### src/rtl/pwm_ramp_pkg.sv
// Shared types and elaboration-time helpers for the multi-channel duty ramp.
// Waypoint offsets and per-stage DDA step/remainder constants live here.
package pwm_ramp_pkg;

    typedef enum logic [1:0] {
        IDLE,
        RUN,
        DONE
    } state_e;

    function automatic int wp_off(
        input int c,
        input int p,
        input int stages,
        input int width
    );
        return (c * (stages + 1) + p) * width;
    endfunction

    function automatic int dda_q(
        input int a,
        input int b,
        input int n
    );
        return (b - a) / n;
    endfunction

    function automatic int dda_r(
        input int a,
        input int b,
        input int n
    );
        int d;
        d = b - a;
        if (d < 0) d = -d;
        return d % n;
    endfunction

endpackage

### src/rtl/pwm_ramp_dda.sv
// One channel's duty stepper: integer DDA between waypoints, with a snap
// load that forces the duty word to a table point and clears the remainder.
module pwm_ramp_dda
    import pwm_ramp_pkg::*;
#(
    parameter int WIDTH = 8,
    parameter int STAGES = 6,
    parameter int N = 20000,
    parameter logic [(STAGES+1)*WIDTH-1:0] PTS = '0,
    parameter int SW = 3,
    parameter int PW = 3
) (
    input  logic             clk,
    input  logic             rst_n,
    input  logic             load_i,
    input  logic [PW-1:0]    load_pt_i,
    input  logic             upd_i,
    input  logic [SW-1:0]    stage_i,
    output logic [WIDTH-1:0] duty_o
);

    localparam int AW = $clog2(N) + 1;
    localparam int DW = WIDTH + 2;
    localparam logic [WIDTH-1:0] P0 = PTS[WIDTH-1:0];

    logic [WIDTH-1:0]     pt_tab  [STAGES+1];
    logic signed [DW-1:0] q_tab   [STAGES];
    logic [AW-1:0]        r_tab   [STAGES];
    logic                 neg_tab [STAGES];

    for (genvar p = 0; p <= STAGES; p++) begin : g_pt
        assign pt_tab[p] = PTS[wp_off(0, p, STAGES, WIDTH) +: WIDTH];
    end

    for (genvar s = 0; s < STAGES; s++) begin : g_seg
        localparam int A = int'(PTS[wp_off(0, s, STAGES, WIDTH) +: WIDTH]);
        localparam int B = int'(PTS[wp_off(0, s + 1, STAGES, WIDTH) +: WIDTH]);
        assign q_tab[s]   = DW'(dda_q(A, B, N));
        assign r_tab[s]   = AW'(dda_r(A, B, N));
        assign neg_tab[s] = (B < A);
    end

    logic [WIDTH-1:0]     duty_q, duty_d;
    logic [AW-1:0]        acc_q, acc_d;
    logic signed [DW-1:0] step;
    logic [AW-1:0]        acc_sum;

    always_comb begin
        duty_d  = duty_q;
        acc_d   = acc_q;
        step    = $signed({2'b00, duty_q}) + q_tab[stage_i];
        acc_sum = acc_q + r_tab[stage_i];
        if (load_i) begin
            duty_d = pt_tab[load_pt_i];
            acc_d  = '0;
        end else if (upd_i) begin
            // Remainder overflow carries one extra LSB toward the target.
            if (acc_sum >= AW'(N)) begin
                acc_d = acc_sum - AW'(N);
                step  = neg_tab[stage_i] ? step - DW'(1) : step + DW'(1);
            end else begin
                acc_d = acc_sum;
            end
            duty_d = step[WIDTH-1:0];
        end
    end

    always_ff @(posedge clk or negedge rst_n) begin
        if (!rst_n) begin
            duty_q <= P0;
            acc_q  <= '0;
        end else begin
            duty_q <= duty_d;
            acc_q  <= acc_d;
        end
    end

    assign duty_o = duty_q;

endmodule

### src/rtl/pwm_ramp_multi.sv
// Multi-channel piecewise-linear duty ramp: shared stage/update controller
// driving one DDA per channel. Define PWM_RAMP_PWM_OUT_EN for pwm_out.
module pwm_ramp_multi
    import pwm_ramp_pkg::*;
#(
    parameter int CHANNELS = 3,
    parameter int WIDTH = 8,
    parameter int STAGES = 6,
    parameter int STAGE_CYCLES = 2000000,
    parameter int UPDATE_DIV = 100,
    parameter logic [CHANNELS*(STAGES+1)*WIDTH-1:0] WAYPOINTS = '0
) (
    input  logic                      clk,
    input  logic                      rst_n,
    input  logic                      en,
    input  logic                      loop,
    input  logic                      restart,
    output logic [CHANNELS*WIDTH-1:0] duty,
    output logic [((STAGES > 1) ? $clog2(STAGES) : 1)-1:0] stage,
    output logic                      stage_pulse,
    output logic                      done
`ifdef PWM_RAMP_PWM_OUT_EN
    ,
    output logic [CHANNELS-1:0]       pwm_out
`endif
);

    localparam int N    = STAGE_CYCLES / UPDATE_DIV;
    localparam int SW   = (STAGES > 1) ? $clog2(STAGES) : 1;
    localparam int PW   = $clog2(STAGES + 1);
    localparam int DIVW = (UPDATE_DIV > 1) ? $clog2(UPDATE_DIV) : 1;
    localparam int CYCW = (STAGE_CYCLES > 1) ? $clog2(STAGE_CYCLES) : 1;

    if (STAGE_CYCLES % UPDATE_DIV != 0) begin : g_bad_div
        $error("STAGE_CYCLES must be a multiple of UPDATE_DIV");
    end

    state_e          state_q, state_d;
    logic [SW-1:0]   stage_q, stage_d;
    logic [DIVW-1:0] div_q, div_d;
    logic [CYCW-1:0] cyc_q, cyc_d;
    logic            pulse_q, pulse_d;
    logic            done_q, done_d;
    logic            load;
    logic [PW-1:0]   load_pt;
    logic            upd;
    logic            div_last;
    logic            cyc_last;

    assign div_last = (div_q == DIVW'(UPDATE_DIV - 1));
    assign cyc_last = (cyc_q == CYCW'(STAGE_CYCLES - 1));

    always_comb begin
        state_d = state_q;
        stage_d = stage_q;
        div_d   = div_q;
        cyc_d   = cyc_q;
        pulse_d = 1'b0;
        done_d  = 1'b0;
        load    = 1'b0;
        load_pt = '0;
        upd     = 1'b0;
        if (restart) begin
            state_d = RUN;
            stage_d = '0;
            div_d   = '0;
            cyc_d   = '0;
            load    = 1'b1;
        end else begin
            unique case (state_q)
                IDLE: begin
                    if (en) state_d = RUN;
                end
                RUN: begin
                    if (en) begin
                        div_d = div_last ? '0 : div_q + 1'b1;
                        cyc_d = cyc_last ? '0 : cyc_q + 1'b1;
                        upd   = div_last;
                        if (cyc_last) begin
                            pulse_d = 1'b1;
                            load    = 1'b1;
                            if (stage_q == SW'(STAGES - 1)) begin
                                if (loop) begin
                                    stage_d = '0;
                                end else begin
                                    state_d = DONE;
                                    load_pt = PW'(STAGES);
                                end
                            end else begin
                                stage_d = stage_q + 1'b1;
                                load_pt = PW'(stage_q) + 1'b1;
                            end
                        end
                    end
                end
                DONE: begin
                    done_d = 1'b1;
                end
                default: state_d = IDLE;
            endcase
        end
    end

    always_ff @(posedge clk or negedge rst_n) begin
        if (!rst_n) begin
            state_q <= IDLE;
            stage_q <= '0;
            div_q   <= '0;
            cyc_q   <= '0;
            pulse_q <= 1'b0;
            done_q  <= 1'b0;
        end else begin
            state_q <= state_d;
            stage_q <= stage_d;
            div_q   <= div_d;
            cyc_q   <= cyc_d;
            pulse_q <= pulse_d;
            done_q  <= done_d;
        end
    end

    logic [WIDTH-1:0] duty_w [CHANNELS];

    for (genvar c = 0; c < CHANNELS; c++) begin : g_ch
        pwm_ramp_dda #(
            .WIDTH (WIDTH),
            .STAGES(STAGES),
            .N     (N),
            .PTS   (WAYPOINTS[wp_off(c, 0, STAGES, WIDTH) +: (STAGES+1)*WIDTH]),
            .SW    (SW),
            .PW    (PW)
        ) u_dda (
            .clk      (clk),
            .rst_n    (rst_n),
            .load_i   (load),
            .load_pt_i(load_pt),
            .upd_i    (upd),
            .stage_i  (stage_q),
            .duty_o   (duty_w[c])
        );
        assign duty[c*WIDTH +: WIDTH] = duty_w[c];
    end

    assign stage       = stage_q;
    assign stage_pulse = pulse_q;
    assign done        = done_q;

`ifdef PWM_RAMP_PWM_OUT_EN
    logic [WIDTH-1:0]    pwm_cnt_q;
    logic [CHANNELS-1:0] pwm_q, pwm_d;

    always_comb begin
        pwm_d = '0;
        for (int c = 0; c < CHANNELS; c++) begin
            pwm_d[c] = (pwm_cnt_q < duty_w[c]);
        end
    end

    always_ff @(posedge clk or negedge rst_n) begin
        if (!rst_n) begin
            pwm_cnt_q <= '0;
            pwm_q     <= '0;
        end else begin
            pwm_cnt_q <= pwm_cnt_q + 1'b1;
            pwm_q     <= pwm_d;
        end
    end

    assign pwm_out = pwm_q;
`endif

endmodule

### config.mk
export PLATFORM = sky130hd
export DESIGN_NAME = pwm_ramp_multi
export DESIGN_NICKNAME = d
export VERILOG_FILES = /design/src/rtl/pwm_ramp_pkg.sv /design/src/rtl/pwm_ramp_dda.sv /design/src/rtl/pwm_ramp_multi.sv
export SDC_FILE = /design/constraint.sdc
export NUM_CORES = 1
export LEC_CHECK = 0
export ABC_AREA = 1
export CAP_MARGIN = 20
export CORE_MARGIN = 2
export CORE_UTILIZATION = 30
export DETAILED_ROUTE_END_ITERATION = 8
export GPL_ROUTABILITY_DRIVEN = 1
export GPL_TIMING_DRIVEN = 0
export PLACE_DENSITY_LB_ADDON = 0.15
export REMOVE_ABC_BUFFERS = 1
export SLEW_MARGIN = 20
export SYNTH_ARGS = -nofsm -noshare
export SYNTH_HDL_FRONTEND = slang
export SYNTH_SLANG_ARGS = --single-unit
### constraint.sdc
create_clock -name clk -period 1.79 [get_ports clk]
set_clock_uncertainty 0.15 [all_clocks]
set_input_delay 0.4475 -clock clk [delete_from_list [all_inputs] [get_ports clk]]
set_output_delay 0.4475 -clock clk [all_outputs]
set_load 0.02 [all_outputs]
# Word-level counts from Yosys, hierarchy flattened
# Memory sizes are Yosys's and may differ from the RTL's.
# Cells that the tools add are included.
op_classes:
  add_sub_neg: 18
  n_mux: 66
  n_reduce_logical: 8
  bitwise_logic: 2
  eq_ne: 12
  order_cmp: 5
ops:
  columns: ["op", "n"]
  rows:
  - ["16-bit 2-to-1 mux", 11]
  - ["8-bit 2-to-1 mux", 16]
  - ["21-bit 2-to-1 mux", 4]
  - ["16-bit adder", 3]
  - ["16-bit by 15-bit >= comparator with 1-bit output (second input constant)", 3]
  - ["16-bit by 15-bit subtractor with 16-bit output (second input constant)", 3]
  - ["3-bit 2-to-1 mux", 12]
  - ["7-bit 2-to-1 mux", 4]
  - ["8-bit by 2-bit adder with 8-bit output (second input constant)", 3]
  - ["8-bit adder", 3]
  - ["8-bit by 2-bit subtractor with 8-bit output (second input constant)", 3]
  - ["21-bit by 1-bit adder with 21-bit output (second input constant)", 1]
  - ["21-bit == test (second input constant)", 1]
  - ["3-bit inequality test (second input constant)", 6]
  - ["1-bit 2-to-1 mux", 12]
  - ["2-bit 2-to-1 mux", 6]
  - ["4-bit >= comparator (second input constant)", 2]
  - ["3-bit inverter with 4-bit output", 2]
  - ["2-bit nonzero test", 4]
  - ["7-bit by 1-bit adder with 7-bit output (second input constant)", 1]
  - ["7-bit == test (second input constant)", 1]
  - ["2-bit case mux with 3 select lines", 1]
  - ["6-bit AND reduction", 1]
  - ["4-bit AND reduction", 1]
  - ["other kinds (7)", 7]
totals:
  word_cells: 127
  mem_count: 4
  output_inout_bits: 29
  ff_bits: 107
  mem_bits_ro: 280
  inputBits: 5
memory_table:
  columns: ["name", "words", "width", "rd", "rd_ports_with_merged_regs", "wr", "line", "text"]
  rows:
  - ["(no name shown)", 8, 16, 1, 0, 0, "pwm_ramp_dda.sv:52", "acc_sum = acc_q + r_tab[stage_i];"]
  - ["(no name shown)", 8, 10, 1, 0, 0, "pwm_ramp_dda.sv:51", "step = $signed({2'b00, duty_q}) + q_tab[stage_i];"]
  - ["(no name shown)", 8, 8, 1, 0, 0, "pwm_ramp_dda.sv:54", "duty_d = pt_tab[load_pt_i];"]
  - ["(no name shown)", 8, 1, 1, 0, 0, "pwm_ramp_dda.sv:60", "step = neg_tab[stage_i] ? step - DW'(1) : step + DW'(1);"]

# Longest topological paths before layout
# Gate-level depths: netlist of the first run.
depth:
  ltp_word: 11
  ltp_mapped: 11
  ltp_nobuf: 11

# Cells and area by module
# Synthesis of the first run repeated with hierarchy kept, for this count alone.
hier_totals:
  cells_unflattened: 805
  hier_area_um2: 6110.9
by_module_without_submodules:
  columns: ["mod", "area_per_inst_um2", "n_inst", "seq_area_each_um2", "cells_per_inst"]
  rows:
  - ["pwm_ramp_dda", 1321.3, 3, 475.5, 170]
  - ["pwm_ramp_multi", 2147.1, 1, 875.8, 295]

# Least setup slack after synthesis of the first run
# OpenSTA, ideal clock, no wires.
synth_timing:
  kind: "input to register"
  startpoint: "input port restart"
  endpoint: "register g_ch[0].u_dda.duty_q[4]"
  n_path_buf: 3
  setup_slack_ns: 0.081
  setup_time_ns: 0.117
  path_stages: 9
  t_required_ns: 1.523
  t_arrival_ns: 1.441
  path_cell_list: "buf_2 inv_2 nand2_4 nor2_8 nand2_4 buf_6 buf_6 nand3_1 nand2_1"
synth_between:
  elab_chain_len: 6
  elab_cells_between_ends: 9
  classes_between: "mux (6); bitwise (1); reduce/logical (1); memory (1)"
synth_rtl:
  columns: ["element", "line", "text"]
  rows:
  - ["start: declaration", "pwm_ramp_multi.sv:17", "input logic restart,"]
  - ["3-bit 2-to-1 mux", "pwm_ramp_multi.sv:63", "if (restart) begin"]
  - ["3-bit inverter with 4-bit output (not written as such)", "pwm_ramp_dda.sv:54", null]
  - ["memory read 8 x 8 bit", null, null]
  - ["8-bit 2-to-1 mux (2 in a row)", null, null]
  - ["8-bit 2-to-1 mux", "pwm_ramp_dda.sv:53", "if (load_i) begin"]
  - ["end signal: assignment", "pwm_ramp_dda.sv:73", "duty_q <= duty_d;"]
  - ["end: declaration", "pwm_ramp_dda.sv:43", "logic [WIDTH-1:0] duty_q, duty_d;"]
# Parallel ways exist; a longest one is shown, timed or not. The select of a mux whose other input is x is not followed.
# A chain may end at the register's enable or synchronous reset.

# Worst setup path after layout of the first run
layout_timing:
  startpoint: "register cyc_q[13]"
  endpoint: "register g_ch[1].u_dda.acc_q[7]"
layout_between:
  elab_chain_len: 6
  elab_cells_between_ends: 7
  classes_between: "eq/ne (1); mux (5); reduce/logical (1)"
layout_rtl:
  columns: ["element", "line", "text"]
  rows:
  - ["start: declaration", "pwm_ramp_multi.sv:41", "logic [CYCW-1:0] cyc_q, cyc_d;"]
  - ["start signal: assignment", "pwm_ramp_multi.sv:116", "cyc_q <= cyc_d;"]
  - ["21-bit == test (*)", "pwm_ramp_multi.sv:51", "assign cyc_last = (cyc_q == CYCW'(STAGE_CYCLES - 1));"]
  - ["1-bit 2-to-1 mux (*)", "pwm_ramp_multi.sv:79", "if (cyc_last) begin"]
  - ["1-bit 2-to-1 mux (*)", "pwm_ramp_multi.sv:75", "if (en) begin"]
  - ["1-bit 2-to-1 mux (*)", "pwm_ramp_multi.sv:70", "unique case (state_q)"]
  - ["1-bit 2-to-1 mux (*)", "pwm_ramp_multi.sv:63", null]
  - ["16-bit 2-to-1 mux / 2-bit nonzero test (equally long branches)", null, null]
  - ["end signal: assignment", "pwm_ramp_dda.sv:71", "acc_q <= '0;"]
  - ["end signal: assignment", "pwm_ramp_dda.sv:74", "acc_q <= acc_d;"]
  - ["end: declaration", "pwm_ramp_dda.sv:44", "logic [AW-1:0] acc_q, acc_d;"]
# Every way passes the cells marked *; elsewhere a longest branch is shown, timed or not.

==> summary.md, run 1 <==
| Metric | Value |
|---|---|
| Core Footprint | 17900 um^2 |
| WL/cell | 13.7 um |
| Register bit count reported by yosys | 92 |
| Vias in the first global route | 4584 |
| Sequential share of the synthesized area | 0.421 |
| Minimum clock period | 1.81 ns |
| Post-Layout Cell Count | 1045 |
| Number of enable flip-flop cells after synthesis | 0 |
| Post-Synth Adder-Cell Area | 0.0183 |
| CTS sink cnt | 92 |
| Endpoints failing setup | 18 |
| Port-buffer cells | 33 |
| Clock power frac | 0.392 |
| Fmax | 553 MHz |
| Worst-path clk slew | 0.07 ns |
| Post-Synth XOR/XNOR Area | 0.0736 |
| Synth top area share | 0.421 |
| Max_cap viols | 0 |
| GRT overflow | 0 |
| Final hold viol count | 0 |
| Vias per inst | 4.71 |
| Failing checks | negative setup slack |
| Antenna diodes | 0 |
| Critical path required time | 1.89 ns |
| WP buf/inv | 4 |
| Clk Tree Root Cell | clkbuf_16 |
| Initial Util | 0.306 |
| Synth Cell Area | 5470 um^2 |
| CTS tree | done |
| PD cells | 673 nW/um^2 |
| Leading cell types by count after synthesis | 219 x nand2_1, 110 x nand3_1, 92 x dfrtp_1, 70 x inv_1, 64 x nor2_1 |
| Longest Clk Path Bufs | 2 |
| Detailed Place HPWL | 7950 um |
| P&R area growth vs syn | 32.9% |
| DRC Markers | 0 |
| Cells after synthesis | 720 |
| Final ANT Viol Nets | 0 |
| Clk_lat worst skew | 0.36 ns |
| CP cell instances | inv_2 -> nand3_1 -> nor2_4 -> buf_6 -> nand4_4 -> nand2_8 -> buf_12 -> nor2_8 -> buf_12 -> nand2_1 -> nand2_1 |
| Final Core Density | 0.406 |
| Die Wd | 139 um |
| Final worst slack | -0.0188 ns |
| DIE AREA | 19300 um^2 |
| Sw Ratio | 0.279 |
| Slowest stage cell, crit path | dfrtp_2 |
| NetSw | 1.36 mW |
| Seq pwr share | 0.450 |
| Worst path arrival time | 1.91 ns |
| Run status | finished with violations |
| H-Tree Depth | 3 |
| Max-slew violations | 0 |
| Total wire length | 14300 um |
| Total number of vias | 4919 |
| Post-Synth Simple-Gate Area | 0.372 |
| DRT iter0 DRCs | 249 |
| Worst-path maximum fanout | 12 |
| Cell Int Power | 3.53 mW |
| CP Capture Type | register |
| Synth area leader | dfrtp_1 |
| HP Class | register to register |
| LEAKAGE | 3.71 nW |
| Cells after DPL | 964 |
| Delay-heaviest family, CP | simple AND/OR/NAND/NOR gates |
| Layout cells sized above 1 | 0.221 |
| Pin count of the biggest net entering global routing | 60 |
| Slew Limit Headroom | 0.761 |
| Nets@finish | 824 |
| First-pass GRT wire length | 23000 um |
| Pwr Total | 4.89 mW |
| Maximum vdd drop | 437 uV |
| Post-synthesis compound-gate area fraction | 0.0299 |
| Combinational power share | 0.158 |
| Synth cell types | 31 |
| GRT Util Overall | 0.145 |
| TritonCTS Buffers | 9 |
| Slowest Stage Delay on Critical Path | 0.46 ns |
| Post-Place Setup Slack | -0.927 ns |
| Top post-synthesis cells by area | dfrtp_1 42%, nand2_1 15%, nand3_1 10% |
| Post-route clock period utilization | 1.01 |
| Initial antenna violation count | 0 |
| Startpoint class of the critical path | register |
| Crit path kind | register to register |
| Num rows | 49 |
| Largest family of logic cells by synthesized area | simple AND/OR/NAND/NOR gates |
| Pre-Repair DR Iteration Count | 4 |
| Asr flop ratio synth | 1.00 |
| Unrepaired setup endpoints after global routing | true |
| YS warnings | 0 |
| Most used DFF post-synth | dfrtp_1 |
| Synth Area per Inst | 7.60 um^2 |
| Final Wtd Congestion | 0.829 |
| Most common cell in the netlist | nand2_1 |
| Ports | 34 |
| Multiplexer share of the synthesized area | 0 |
| Die extent in y | 139 um |
| Worst Max-Slew Pin Slew | 0.358 ns |
## path summary, 6_finish.rpt
check	to	cells after the start	slack, ns	start
worst max-delay path	g_ch[1].u_dda.acc_q[7]	11	-0.02	cyc_q[13]
worst min-delay path	g_ch[0].u_dda.acc_q[5]	2	0.36	g_ch[0].u_dda.acc_q[5]
worst max register to register	g_ch[1].u_dda.acc_q[7]	11	-0.02	cyc_q[13]
worst min register to register	g_ch[0].u_dda.acc_q[5]	2	0.36	g_ch[0].u_dda.acc_q[5]
max in group asynchronous	g_ch[0].u_dda.acc_q[12]	3	0.47	rst_n
min in group asynchronous	stage[2]	2	0.40	rst_n
## layout by cell type, fill, tap and decap left out, types with 5 or more instances in the layout
cell type,instances
buf_12,8
nor2_2,13
dfrtp_2,6
inv_2,5
ha_1,6
nand3b_1,7
nand3_1,104
xor2_1,39
xnor2_1,7
nand2_8,8
a21oi_1,13
nor2_1,50
nor3_1,10
clkdlybuf4s15_1,6
dlygate4sd2_1,23
buf_6,8
nand4_1,7
nor2_4,10
nand2_2,36
nand2_1,191
buf_4,38
inv_1,68
dfrtp_1,86
o21ai_0,7
clkbuf_16,10
## metal layers
layer | GRT usage | share of wire | up-vias
li1 | - | - | 2472
met3 | 0.0297 | 0.032 | 12
met1 | 0.189 | 0.47 | 2367
met4 | 0.0324 | 0.011 | 0
met2 | 0.248 | 0.49 | 68
met5 | 0 | 0 | -
## worst reg2reg max path, stage by stage, from the launching register on
cell and delay, ns:
dfrtp_2 0.46, inv_2 0.08, nand3_1 0.11, nor2_4 0.12, buf_6 0.11, nand4_4 0.10
nand2_8 0.11, buf_12 0.15, nor2_8 0.06, buf_12 0.14, nand2_1 0.06, nand2_1 0.05
## power by group through the flow
stage               combinational [mW]  sequential (mW)  clock, mW
floorplan                        0.251             2.23          0
global placement                 0.419             2.23          0
CTS                              0.639             2.20       1.97
global route                     0.845             2.21       2.04
detailed placement               0.458             2.23          0
finish                           0.774             2.20       1.92
## area by class of cell
cell class                      instances  area, um^2
Fill cell                            1824       10600
Multi-Input combinational cell        537        3100
Sequential cell                        92        2310
Timing Repair Buffer                   94         981
Inverter                               77         300
Tap cell                              229         287
Clock buffer                           13         270
Clock inverter                          3        20.0
## registers in the layout (all words and copies together), names as in the netlist
name               cells
cyc_q                 21
g_ch.u_dda.acc_q      33
state_q                2
stage_pulse            1
g_ch.u_dda.duty_o     24
div_q                  7
done                   1
stage                  3
## kinds of logic (layout without fill, tap and decap cells)
kind of cell    count (synthesis)  after routing
buf+inv                        97            187
compound gates                 30             30
fa+ha+maj                       8              8
xor+xnor                       46             46
simple gates                  447            453
flops                          92             92
## per-stage QoR
stage	hold slack, ns	TNS (ns)	instance area [um^2]
6_report	0.359	-0.147	7270
5_1_grt	0.361	-3.20	7270
4_1_cts	0.335	-0.0649	6770
3_5_place_dp	0.218	-62.04	5970
3_3_place_gp	0.340	-496.52	5910
2_1_floorplan	0.00191	-45.64	5290
## timing repair
action	CTS	global route
buffers inserted	27	28
pin swaps	14	25
endpoints found under the setup margin	112	84
gates cloned	6	3
gates resized for setup	72	68
hold buffers	1	0
endpoints found under the hold margin	33	0
No activity file was read; power rests on OpenSTA's default activity.
==> run 2: changes to the inputs <==
--- a/config.mk
+++ b/config.mk
@@ -8,7 +8,7 @@
 export ABC_AREA = 1
 export CAP_MARGIN = 20
 export CORE_MARGIN = 2
-export CORE_UTILIZATION = 30
+export CORE_UTILIZATION = 54
 export DETAILED_ROUTE_END_ITERATION = 8
 export GPL_ROUTABILITY_DRIVEN = 1
 export GPL_TIMING_DRIVEN = 0
==> summary.md, run 2 (synthesis gave the netlist of run 1 again) <==
| Metric | Value |
|---|---|
| Run status | finished with violations |
| Failing checks | negative setup slack |
| Worst path arrival time | 1.96 ns |
| Final worst slack | -0.0273 ns |
| Maximum vdd drop | 378 uV |
| Worst Max-Slew Pin Slew | 0.376 ns |
| WL/cell | 14.1 um |
| Endpoints failing setup | 21 |
| Fin area | 6800 um^2 |
| Die Wd | 105 um |
| Ports | 34 |
| Final Wtd Congestion | 0.837 |
| Reg-to-reg endpoint | g_ch[1].u_dda.acc_q[10] |
| Cell Int Power | 3.17 mW |
| Fmax | 550 MHz |
| Clk Tree Root Cell | clkbuf_8 |
| P&R area growth vs syn | 24.2% |
| Worst-path maximum fanout | 7 |
| PD cells | 654 nW/um^2 |
| Slew Limit Headroom | 0.749 |
| Num rows | 36 |
| Worst-path clk slew | 0.10 ns |
| Most flops, register | g_ch.u_dda.acc_q |
| Initial Util | 0.557 |
| Max-slew violations | 0 |
| Area after DPL | 5840 um^2 |
| Final Core Density | 0.692 |
| HP Class | register to register |
| Final ANT Viol Nets | 0 |
| Most common cell after layout, fill and taps aside | nand2_1 |
| Startpoint class of the critical path | register |
| CTS tree | done |
| Pre-Repair DR Iteration Count | 5 |
| Commonest cells after routing, fill and taps aside | 208 x nand2_1, 101 x nand3_1, 90 x dfrtp_1 |
| TritonCTS Buffers | 9 |
| Post-route clock period utilization | 1.02 |
| Vias per inst | 5.33 |
| Hold Path Depth | 2 |
| Seq pwr share | 0.495 |
| Unrepaired setup endpoints after global routing | true |
| Total wire length | 13200 um |
| Minimum clock period | 1.82 ns |
| Vias in the first global route | 4544 |
| Initial antenna violation count | 0 |
| Port-buffer cells | 33 |
| First-pass GRT wire length | 20800 um |
| Longest Clk Path Bufs | 2 |
| Hold path start | g_ch[0].u_dda.acc_q[5] |
| Critical path required time | 1.94 ns |
| Sw Ratio | 0.286 |
| Antenna diodes | 0 |
| GRT overflow | 0 |
| Combinational power share | 0.148 |
| Pwr Total | 4.45 mW |
| Slowest stage cell, crit path | dfrtp_1 |
| Crit path kind | register to register |
| GRT Util Overall | 0.229 |
| Die extent in y | 105 um |
| Clock power frac | 0.358 |
| Path depth of the worst reg2reg path | 11 |
| Fillers | 826 |
| CP cell instances | inv_2 -> nand3_4 -> inv_4 -> nand2_4 -> nor2_8 -> buf_12 -> nand2_8 -> nor2_8 -> buf_12 -> nand2_2 -> nand2_1 |
| Reg2reg setup slack | -0.03 ns |
| Max_cap viols | 0 |
| LEAKAGE | 3.57 nW |
| Reg-to-reg startpoint | state_q[1] |
| Layout cells sized above 1 | 0.183 |
| Pin count of the biggest net entering global routing | 57 |
| Nets@finish | 806 |
| H-Tree Depth | 3 |
| DRC Markers | 0 |
| Hold path endpoint | g_ch[0].u_dda.acc_q[5] |
| CTS sink cnt | 92 |
| Slowest Stage Delay on Critical Path | 0.42 ns |
| Core Footprint | 9820 um^2 |
| DIE AREA | 11000 um^2 |
| CP Capture Type | register |
| NetSw | 1.27 mW |
| Max reg flops | 33 |
| DRT iter0 DRCs | 235 |
| Clk_lat worst skew | 0.37 ns |
| Detailed Place HPWL | 7270 um |
| Total number of vias | 4961 |
| Final hold viol count | 0 |
run 2: changes by cell type in the layout (fill, tap and decap cells not counted), sizes merged:
cell           before  now
clkbuf             16   17
clkdlybuf4s15       7   10
clkinvlp            3    1
buf                59   43
clkinv              1    4
bufinv              0    2
dlygate4sd2        23   14
inv                76   77
nor2               76   75
run 2: repair_timing:
item,CTS,global route
resized for setup,68,51
cloned,5,2
pin swaps,16,19
buffers inserted,16,23
setup endpoints to repair,111,92
endpoints found under the hold margin,36,0
hold buffers,1,0
run 2: layer usage:
metal	global-route usage	routed length, um	vias to the layer above
met3	0.0493	674	26
met5	0	0	-
met2	0.390	6490	136
li1	-	-	2437
met4	0.0571	291	0
met1	0.298	5700	2362
run 2: layout make-up:
| cell class | instances | area, um^2 | share of cell area |
|---|---|---|---|
| multi-input cells | 536 | 3020 | 0.444 |
| flip-flops and latches | 92 | 2300 | 0.339 |
| repair buffers | 77 | 787 | 0.116 |
| inverters | 77 | 294 | 0.0433 |
| well taps | 133 | 166 | 0.0245 |
| clock buffers | 9 | 124 | 0.0182 |
| clock inverters | 7 | 98.8 | 0.0145 |
run 2: worst max-delay path by stage:
stage,startpoint,cells past startpoint,slack [ns],to
floorplan,cyc_q[0],8,-0.81,cyc_q[14]
global placement,rst_n,1,-3.40,g_ch[0].u_dda.duty_o[5]
detailed placement,restart,8,-0.84,g_ch[2].u_dda.acc_q[7]
CTS,div_q[1],9,-0.05,g_ch[2].u_dda.acc_q[7]
global route,state_q[1],11,-0.11,g_ch[1].u_dda.acc_q[7]
finish,state_q[1],11,-0.03,g_ch[1].u_dda.acc_q[10]
run 2: power by group through the flow:
stage	registers [mW]	clock network, mW	logic (mW)
floorplan	2.23	0	0.251
global placement	2.23	0	0.411
detailed placement	2.23	0	0.448
CTS	2.19	1.62	0.574
global route	2.20	1.70	0.706
finish	2.20	1.59	0.657
run 2: through the flow:
step	worst slack (ns)	cells	setup TNS [ns]	hold WS [ns]
after global placement	-3.40	866	-460.79	0.338
after detailed placement	-0.836	868	-59.48	0.222
final	-0.0273	931	-0.269	0.371
after CTS	-0.0483	906	-0.630	0.377
after global routing	-0.114	931	-3.92	0.408
after floorplan	-0.807	700	-45.64	0.00191
run 2: critical path, delay by kind of cell (launching register included):
family | cells | cell delay, ns
simple gates | 7 | 0.69
buf+inv | 4 | 0.48
flops | 1 | 0.42
